File: src/rtl/ppi_pkg.sv
// ppi_pkg: shared definitions for the PPI bus master.
//   - PPI port address constants (A, B, C, control)
//   - bus-cycle FSM state enum
//   - 8255-style control-word constants and a bit-set/reset word builder
//   - max3: constant helper used to size the cycle timer
package ppi_pkg;

  localparam logic [1:0] PORT_A    = 2'd0;
  localparam logic [1:0] PORT_B    = 2'd1;
  localparam logic [1:0] PORT_C    = 2'd2;
  localparam logic [1:0] PORT_CTRL = 2'd3;

  typedef enum logic [2:0] {
    ST_IDLE,
    ST_IDLE_TA,
    ST_SETUP,
    ST_STROBE,
    ST_HOLD
  } ppi_state_t;

  // Mode-set word: mode 0, ports A/B/C all outputs.
  localparam logic [7:0] CW_MODE0_ALL_OUT = 8'h80;

  // Bit set/reset word for port C: bit7=0, bits3:1 bit index, bit0 value.
  function automatic logic [7:0] bsr_word(input logic [2:0] bit_idx, input logic value);
    return {4'b0000, bit_idx, value};
  endfunction

  function automatic int max3(input int a, input int b, input int c);
    int m;
    m = (a > b) ? a : b;
    return (m > c) ? m : c;
  endfunction

endpackage

File: src/rtl/ppi_cycle_timer.sv
// ppi_cycle_timer: loadable down-counter with zero flag. The bus master loads
// (phase length - 1) on entry to each timed phase; the phase ends on the cycle
// in which zero is high.
// Ports:
//   clk      in   clock
//   Reset    in   synchronous active-high reset (count -> 0)
//   load     in   load load_val this cycle
//   load_val in   W  value to load
//   zero     out  count is zero
module ppi_cycle_timer #(
  parameter int W = 2
) (
  input  logic         clk,
  input  logic         Reset,
  input  logic         load,
  input  logic [W-1:0] load_val,
  output logic         zero
);

  logic [W-1:0] count_reg;

  always_ff @(posedge clk) begin
    if (Reset) begin
      count_reg <= '0;
    end else if (load) begin
      count_reg <= load_val;
    end else if (count_reg != '0) begin
      count_reg <= count_reg - 1'b1;
    end
  end

  assign zero = (count_reg == '0);

endmodule

File: src/rtl/ppi_bus_master.sv
// ppi_bus_master: turns single-beat valid/ready requests into timed PPI bus
// cycles (SETUP -> STROBE -> HOLD) and returns a one-cycle response.
// Optional feature macro: PPI_TURNAROUND_EN -- when defined, a write accepted
// after a completed read gets one extra idle cycle before its bus cycle.
// Ports:
//   clk, Reset            clock, synchronous active-high reset
//   req_valid/req_ready   request handshake (ready only in IDLE, not in Reset)
//   req_write/addr/wdata  request fields (addr 0..2 = port A..C, 3 = control)
//   rsp_valid             one-cycle completion pulse
//   rsp_rdata, rsp_err    read data / read-of-control error, with rsp_valid
//   CS_low, RD_low, WR_low, PortSelect   PPI bus (strobes active low)
//   DATA_out, DATA_oe, DATA_in           split tristate data pad
module ppi_bus_master
  import ppi_pkg::*;
#(
  parameter int SETUP_CYC  = 1,
  parameter int STROBE_CYC = 2,
  parameter int HOLD_CYC   = 1,
  parameter int DW         = 8
) (
  input  logic          clk,
  input  logic          Reset,
  input  logic          req_valid,
  output logic          req_ready,
  input  logic          req_write,
  input  logic [1:0]    req_addr,
  input  logic [DW-1:0] req_wdata,
  output logic          rsp_valid,
  output logic [DW-1:0] rsp_rdata,
  output logic          rsp_err,
  output logic          CS_low,
  output logic          RD_low,
  output logic          WR_low,
  output logic [1:0]    PortSelect,
  output logic [DW-1:0] DATA_out,
  output logic          DATA_oe,
  input  logic [DW-1:0] DATA_in
);

`ifdef PPI_TURNAROUND_EN
  localparam bit TA_EN = 1'b1;
`else
  localparam bit TA_EN = 1'b0;
`endif

  localparam int CW = $clog2(max3(SETUP_CYC, STROBE_CYC, HOLD_CYC) + 1);

  localparam logic [CW-1:0] SETUP_LD  = CW'((SETUP_CYC > 0) ? SETUP_CYC - 1 : 0);
  localparam logic [CW-1:0] STROBE_LD = CW'(STROBE_CYC - 1);
  localparam logic [CW-1:0] HOLD_LD   = CW'((HOLD_CYC > 0) ? HOLD_CYC - 1 : 0);

  // First timed phase after acceptance; SETUP disappears when SETUP_CYC=0.
  localparam ppi_state_t    FIRST_ST = (SETUP_CYC > 0) ? ST_SETUP : ST_STROBE;
  localparam logic [CW-1:0] FIRST_LD = (SETUP_CYC > 0) ? SETUP_LD : STROBE_LD;

  ppi_state_t state_reg, state_next;

  logic          write_reg, write_next;
  logic [1:0]    addr_reg, addr_next;
  logic [DW-1:0] wdata_reg, wdata_next;
  logic [DW-1:0] rdata_reg, rdata_next;
  logic          last_read_reg, last_read_next;

  logic          cs_low_reg, cs_low_next;
  logic          rd_low_reg, rd_low_next;
  logic          wr_low_reg, wr_low_next;
  logic [1:0]    port_sel_reg, port_sel_next;
  logic [DW-1:0] data_out_reg, data_out_next;
  logic          data_oe_reg, data_oe_next;
  logic          rsp_valid_reg, rsp_valid_next;
  logic [DW-1:0] rsp_rdata_reg, rsp_rdata_next;
  logic          rsp_err_reg, rsp_err_next;

  logic          timer_load;
  logic [CW-1:0] timer_val;
  logic          timer_zero;
  logic          done;
  logic          active_next;
  logic          strobe_next;

  ppi_cycle_timer #(.W(CW)) u_timer (
    .clk      (clk),
    .Reset    (Reset),
    .load     (timer_load),
    .load_val (timer_val),
    .zero     (timer_zero)
  );

  assign req_ready = (state_reg == ST_IDLE) && !Reset;

  always_comb begin
    state_next     = state_reg;
    write_next     = write_reg;
    addr_next      = addr_reg;
    wdata_next     = wdata_reg;
    rdata_next     = rdata_reg;
    last_read_next = last_read_reg;
    timer_load     = 1'b0;
    timer_val      = '0;
    done           = 1'b0;

    case (state_reg)
      ST_IDLE: begin
        if (req_valid && req_ready) begin
          write_next = req_write;
          addr_next  = req_addr;
          wdata_next = req_wdata;
          if (TA_EN && req_write && last_read_reg) begin
            state_next = ST_IDLE_TA;
          end else begin
            state_next = FIRST_ST;
            timer_load = 1'b1;
            timer_val  = FIRST_LD;
          end
        end
      end
      ST_IDLE_TA: begin
        state_next = FIRST_ST;
        timer_load = 1'b1;
        timer_val  = FIRST_LD;
      end
      ST_SETUP: begin
        if (timer_zero) begin
          state_next = ST_STROBE;
          timer_load = 1'b1;
          timer_val  = STROBE_LD;
        end
      end
      ST_STROBE: begin
        if (timer_zero) begin
          // Sample the pad on the last strobe cycle, while RD_low is still low.
          if (!write_reg) begin
            rdata_next = DATA_in;
          end
          if (HOLD_CYC > 0) begin
            state_next = ST_HOLD;
            timer_load = 1'b1;
            timer_val  = HOLD_LD;
          end else begin
            state_next = ST_IDLE;
            done       = 1'b1;
          end
        end
      end
      ST_HOLD: begin
        if (timer_zero) begin
          state_next = ST_IDLE;
          done       = 1'b1;
        end
      end
      default: state_next = ST_IDLE;
    endcase

    if (done) begin
      last_read_next = !write_reg;
    end

    // Bus outputs are registered from the next state so they line up exactly
    // with the cycles the FSM spends in each phase.
    active_next   = (state_next == ST_SETUP) || (state_next == ST_STROBE) ||
                    (state_next == ST_HOLD);
    strobe_next   = (state_next == ST_STROBE);
    cs_low_next   = !active_next;
    port_sel_next = active_next ? addr_next : 2'd0;
    data_oe_next  = active_next && write_next;
    data_out_next = data_oe_next ? wdata_next : '0;
    wr_low_next   = !(strobe_next && write_next);
    // The control register is write-only: a read of it runs the cycle without RD.
    rd_low_next   = !(strobe_next && !write_next && (addr_next != PORT_CTRL));

    rsp_valid_next = done;
    rsp_err_next   = done && !write_reg && (addr_reg == PORT_CTRL);
    rsp_rdata_next = (done && !write_reg && (addr_reg != PORT_CTRL)) ? rdata_next : '0;
  end

  always_ff @(posedge clk) begin
    if (Reset) begin
      state_reg     <= ST_IDLE;
      write_reg     <= 1'b0;
      addr_reg      <= 2'd0;
      wdata_reg     <= '0;
      rdata_reg     <= '0;
      last_read_reg <= 1'b0;
      cs_low_reg    <= 1'b1;
      rd_low_reg    <= 1'b1;
      wr_low_reg    <= 1'b1;
      port_sel_reg  <= 2'd0;
      data_out_reg  <= '0;
      data_oe_reg   <= 1'b0;
      rsp_valid_reg <= 1'b0;
      rsp_rdata_reg <= '0;
      rsp_err_reg   <= 1'b0;
    end else begin
      state_reg     <= state_next;
      write_reg     <= write_next;
      addr_reg      <= addr_next;
      wdata_reg     <= wdata_next;
      rdata_reg     <= rdata_next;
      last_read_reg <= last_read_next;
      cs_low_reg    <= cs_low_next;
      rd_low_reg    <= rd_low_next;
      wr_low_reg    <= wr_low_next;
      port_sel_reg  <= port_sel_next;
      data_out_reg  <= data_out_next;
      data_oe_reg   <= data_oe_next;
      rsp_valid_reg <= rsp_valid_next;
      rsp_rdata_reg <= rsp_rdata_next;
      rsp_err_reg   <= rsp_err_next;
    end
  end

  assign CS_low     = cs_low_reg;
  assign RD_low     = rd_low_reg;
  assign WR_low     = wr_low_reg;
  assign PortSelect = port_sel_reg;
  assign DATA_out   = data_out_reg;
  assign DATA_oe    = data_oe_reg;
  assign rsp_valid  = rsp_valid_reg;
  assign rsp_rdata  = rsp_rdata_reg;
  assign rsp_err    = rsp_err_reg;

endmodule

File: config.mk
export PLATFORM = sky130hd
export DESIGN_NAME = ppi_bus_master
export DESIGN_NICKNAME = d
export VERILOG_FILES = /design/src/rtl/ppi_pkg.sv /design/src/rtl/ppi_cycle_timer.sv /design/src/rtl/ppi_bus_master.sv
export SDC_FILE = /design/constraint.sdc
export NUM_CORES = 1
export LEC_CHECK = 0
export CAP_MARGIN = 20
export CORE_ASPECT_RATIO = 1.25
export CORE_MARGIN = 1.5
export CORE_UTILIZATION = 52
export CTS_CLUSTER_DIAMETER = 50
export DETAILED_ROUTE_END_ITERATION = 8
export GPL_TIMING_DRIVEN = 0
export PLACE_DENSITY = 0.95
export SLEW_MARGIN = 10
export SYNTH_ARGS = -nofsm -noshare
export SYNTH_HDL_FRONTEND = slang
export SYNTH_HIERARCHICAL = 1
export SYNTH_SLANG_ARGS = --single-unit
File: constraint.sdc
create_clock -name clk -period 5.24 [get_ports clk]
set_input_delay 1.048 -clock clk [delete_from_list [all_inputs] [get_ports clk]]
set_output_delay 1.048 -clock clk [all_outputs]
set_load 0.02 [all_outputs]
==> reports/results.md <==
| Parameter | This run |
|:---|:---|
| Yosys cell types | 38 |
| Layout-stage area growth over the synthesis result | 31.51% |
| Kind of critical path | in2out |
| Net Count, Synth | 227 |
| Type of element launching the critical path | input pin |
| Count of flip-flops with a built-in enable after synthesis | 0 |
| Drt first pass iters | 5 |
| Count of input and output buffers | 45 |
| Sequential fraction of the synthesis area | 51.17% |
| Slew Limit Headroom | 65.97% |
| CTS Hold Bufs | 0 |
| Combined global-route utilization of all metal layers | 22.66% |
| Power after layout | 0.0008261 W |
| CP endpoint kind | primary output |
| RR Startpoint | u_timer/count_reg[0] |
| Clock transition at path regs | 80 ps |
| Result of the run | finished, final reports clean |
| Clock tree from TritonCTS | built |
| Count of maximum capacitance violations | 0 |
| Data required time at the worst endpoint | 4190 ps |
| # clock sinks | 48 |
| Top cell type's share of synthesized area | 51.17% |
| Number of CTS-inserted buffers | 5 |
| Via count of the first global-routing pass | 1,515 |
| Post-CTS Setup Bufs | 0 |
| Placed wire-length estimate | 3038 um |
| DR vias | 1,756 |
| Flip-flop and latch count after synthesis | 48 |
| Final count of pins violating max slew | 0 |
| Number of gates given a new drive strength after cts | 0 |
| Hold Violations, Final | 0 |
| End point of the critical path | req_ready |
| Critical Path Start | Reset |
| Skew-Pair Late Insertion Delay | 310 ps |
| Area after DPL | 2377 sq um |
| DRC viols | 0 |
| Setup violators final | 0 |
| IR Drop Worst-Case VDD | 0.3257 mV |
| Global-route wire length before repair | 7010 um |
| Slack of the critical path | 1077 ps |
| RR Endpoint | DATA_out[6] |
| Cells after synthesis | 204 |
| Most frequently used flop master after synthesis | dfxtp_1 |
| Setup TNS | 0 ps |
| Worst Max-Slew Pin Slew | 510.5 ps |
| Maximum buffer depth of the clock tree | 2 |
| H-tree Lvls | 2 |
| List of most frequent post-synthesis cells | dfxtp_1, a21oi_1, nand3_1 |
| Library cell occupying the most area in the post-synthesis netlist | dfxtp_1 |
| Fraction of power consumed by sequential logic | 48.0% |
| Part of the total power dissipated in the clock network | 26.7% |
| Final setup skew | 6.010 ps |
| Ports | 47 |
| Cell area after layout | 2470 sq um |
| Number of antenna violations at the first check in global routing | 0 |
| P per Cell Area | 334.5 nW/um^2 |
| Mapped cell area | 1878 sq um |
| Antenna viol nets, final | 0 |
| Number of placement rows | 24 |
| Max Fclk | 0.2402 GHz |
| Time the worst path needs with I/O delays and setup | 4163 ps |
| Critical Path Fanout Max | 10 |
| RSZ-0062 raised after global routing | no |
| Floorplan die height | 70.19 um |
| Placer's final routability congestion estimate | 0.8249 |
| Comb pwr share | 25.3% |
| Arrival @ worst endpoint | 3110 ps |
| Routed wire length | 4370 um |
| Horizontal die dimension | 56.75 um |
| Net count reported at finish | 279 |
| Leakage power | 0.8282 nW |
| Core Footprint | 3483 sq um |
| Avg Inst Size Synth | 9.206 sq um |
| Hold/Removal Path Class | reg2reg |
| Cell types occupying the most area after synthesis | dfxtp_1, a21oi_1, nand3_1 |
| Worst reg-to-reg setup slack | 3180 ps |
| Placement Setup Slack | 1098 ps |
| Final worst-path cycle share | 79.44% |
| Async SR Flop Fraction | 0% |
| Area of the die | 3983 sq um |
| Number of vias per cell | 5.932 |
| Fraction of power spent switching nets | 30.65% |
| Mean routed wirelength per cell | 14.76 um |
| Synthesis warning total | 6 |
| Most common cell in the synthesized netlist | dfxtp_1 |
| Leftover overflow at the end of global routing | 0 |
| Share of layout cells above drive strength 1 | 9.339% |
| Net load switching power | 0.0002532 W |
| Initial DRC Count | 127 |
| Initial Utilization | 53.92% |
| Library cell used as clock root buffer | clkbuf_8 |
| # diodes | 0 |
| Total internal power | 0.0005729 W |
| Maximum number of pins on one net before global-route repair | 17 |
| Final core occ | 70.91% |
| Depth of the worst register-to-register path | 7 |
==> power by group through the flow <==
stage          sequential (W)  clock, W  combinational, W
2_1_floorplan        0.000410         0          0.000137
3_3_place_gp         0.000404         0          0.000199
3_5_place_dp         0.000405         0          0.000207
4_1_cts              0.000396  0.000223          0.000208
5_1_grt              0.000399  0.000240          0.000230
6_report             0.000397  0.000221          0.000209
==> final cells by class <==
cell class	count	area, sq um
multi-input cells	129	788.3
flip-flops and latches	48	960.9
clock inverters	3	23.77
fillers	252	1013
well taps	39	48.80
repair buffers	45	450.4
plain buffers	21	106.4
inverters	6	22.52
clock buffers	5	68.82
==> worst min-delay path by stage <==
stage                       from      endpoint  slack (ps)  cells past startpoint
floorplan           wdata_reg[0]  wdata_reg[0]         450                      2
global placement    wdata_reg[2]  wdata_reg[2]         460                      2
detailed placement  wdata_reg[2]  wdata_reg[2]         470                      2
CTS                 wdata_reg[2]  wdata_reg[2]         480                      2
global route        wdata_reg[2]  wdata_reg[2]         510                      2
finish              wdata_reg[2]  wdata_reg[2]         480                      2
==> cells in the final DEF (no fill, tap or decap), types with 2 or more instances in the layout <==
cell type        synthesis  layout
a211oi_1                11      11
clkinvlp_4               0       2
buf_6                    2       2
buf_2                    7       7
nor2b_1                  2       2
nand3_1                 21      21
a21bo_2                  2       2
nand3b_1                 2       2
a21oi_1                 30      30
o211ai_1                 8       8
o21ai_0                 20      20
nor2_1                   3       3
dfxtp_1                 48      48
inv_1                    4       4
nand4_1                  9       9
nor4b_1                  2       2
clkbuf_1                11      11
clkbuf_8                 0       5
clkdlybuf4s50_1          0      45
==> metrics by stage <==
| stage | hold WS, ps | std cells |
|---|---|---|
| floorplan | 454.2 | 204 |
| global placement | 463.0 | 288 |
| detailed placement | 468.6 | 288 |
| CTS | 480.0 | 296 |
| global route | 511.3 | 296 |
| finish | 480.3 | 296 |
==> cell families after synthesis <==
kind of cell	after synthesis	synth area share (%)
AOI/OAI and AO/OA	74	23.59
and+or+nand+nor	50	16.06
DFF	48	51.17
buffers and inverters	27	6.861
xor gates and xnor gates	2	0.9329
adders and majority gates	1	0.6661
other	1	0.1997
muxes	1	0.5330
==> worst max-delay path: stages <==
cell	delay, ps
clkdlybuf4s50_1	480
clkbuf_1	230
or4_4	480
inv_2	90
buf_4	170
clkdlybuf4s50_1	620
==> routing by layer <==
| layer | vias to the layer above | share of wire, % | GRT usage [%] | wire length (um) |
|---|---|---|---|---|
| li1 | 856 | - | - | - |
| met1 | 811 | 42 | 29.25 | 1842 |
| met2 | 83 | 49 | 36.30 | 2136 |
| met3 | 6 | 7.6 | 6.667 | 333 |
| met4 | 0 | 1.3 | 7.494 | 57 |
| met5 | - | 0 | 0 | 0 |
Power figures use the tool's default switching activity.
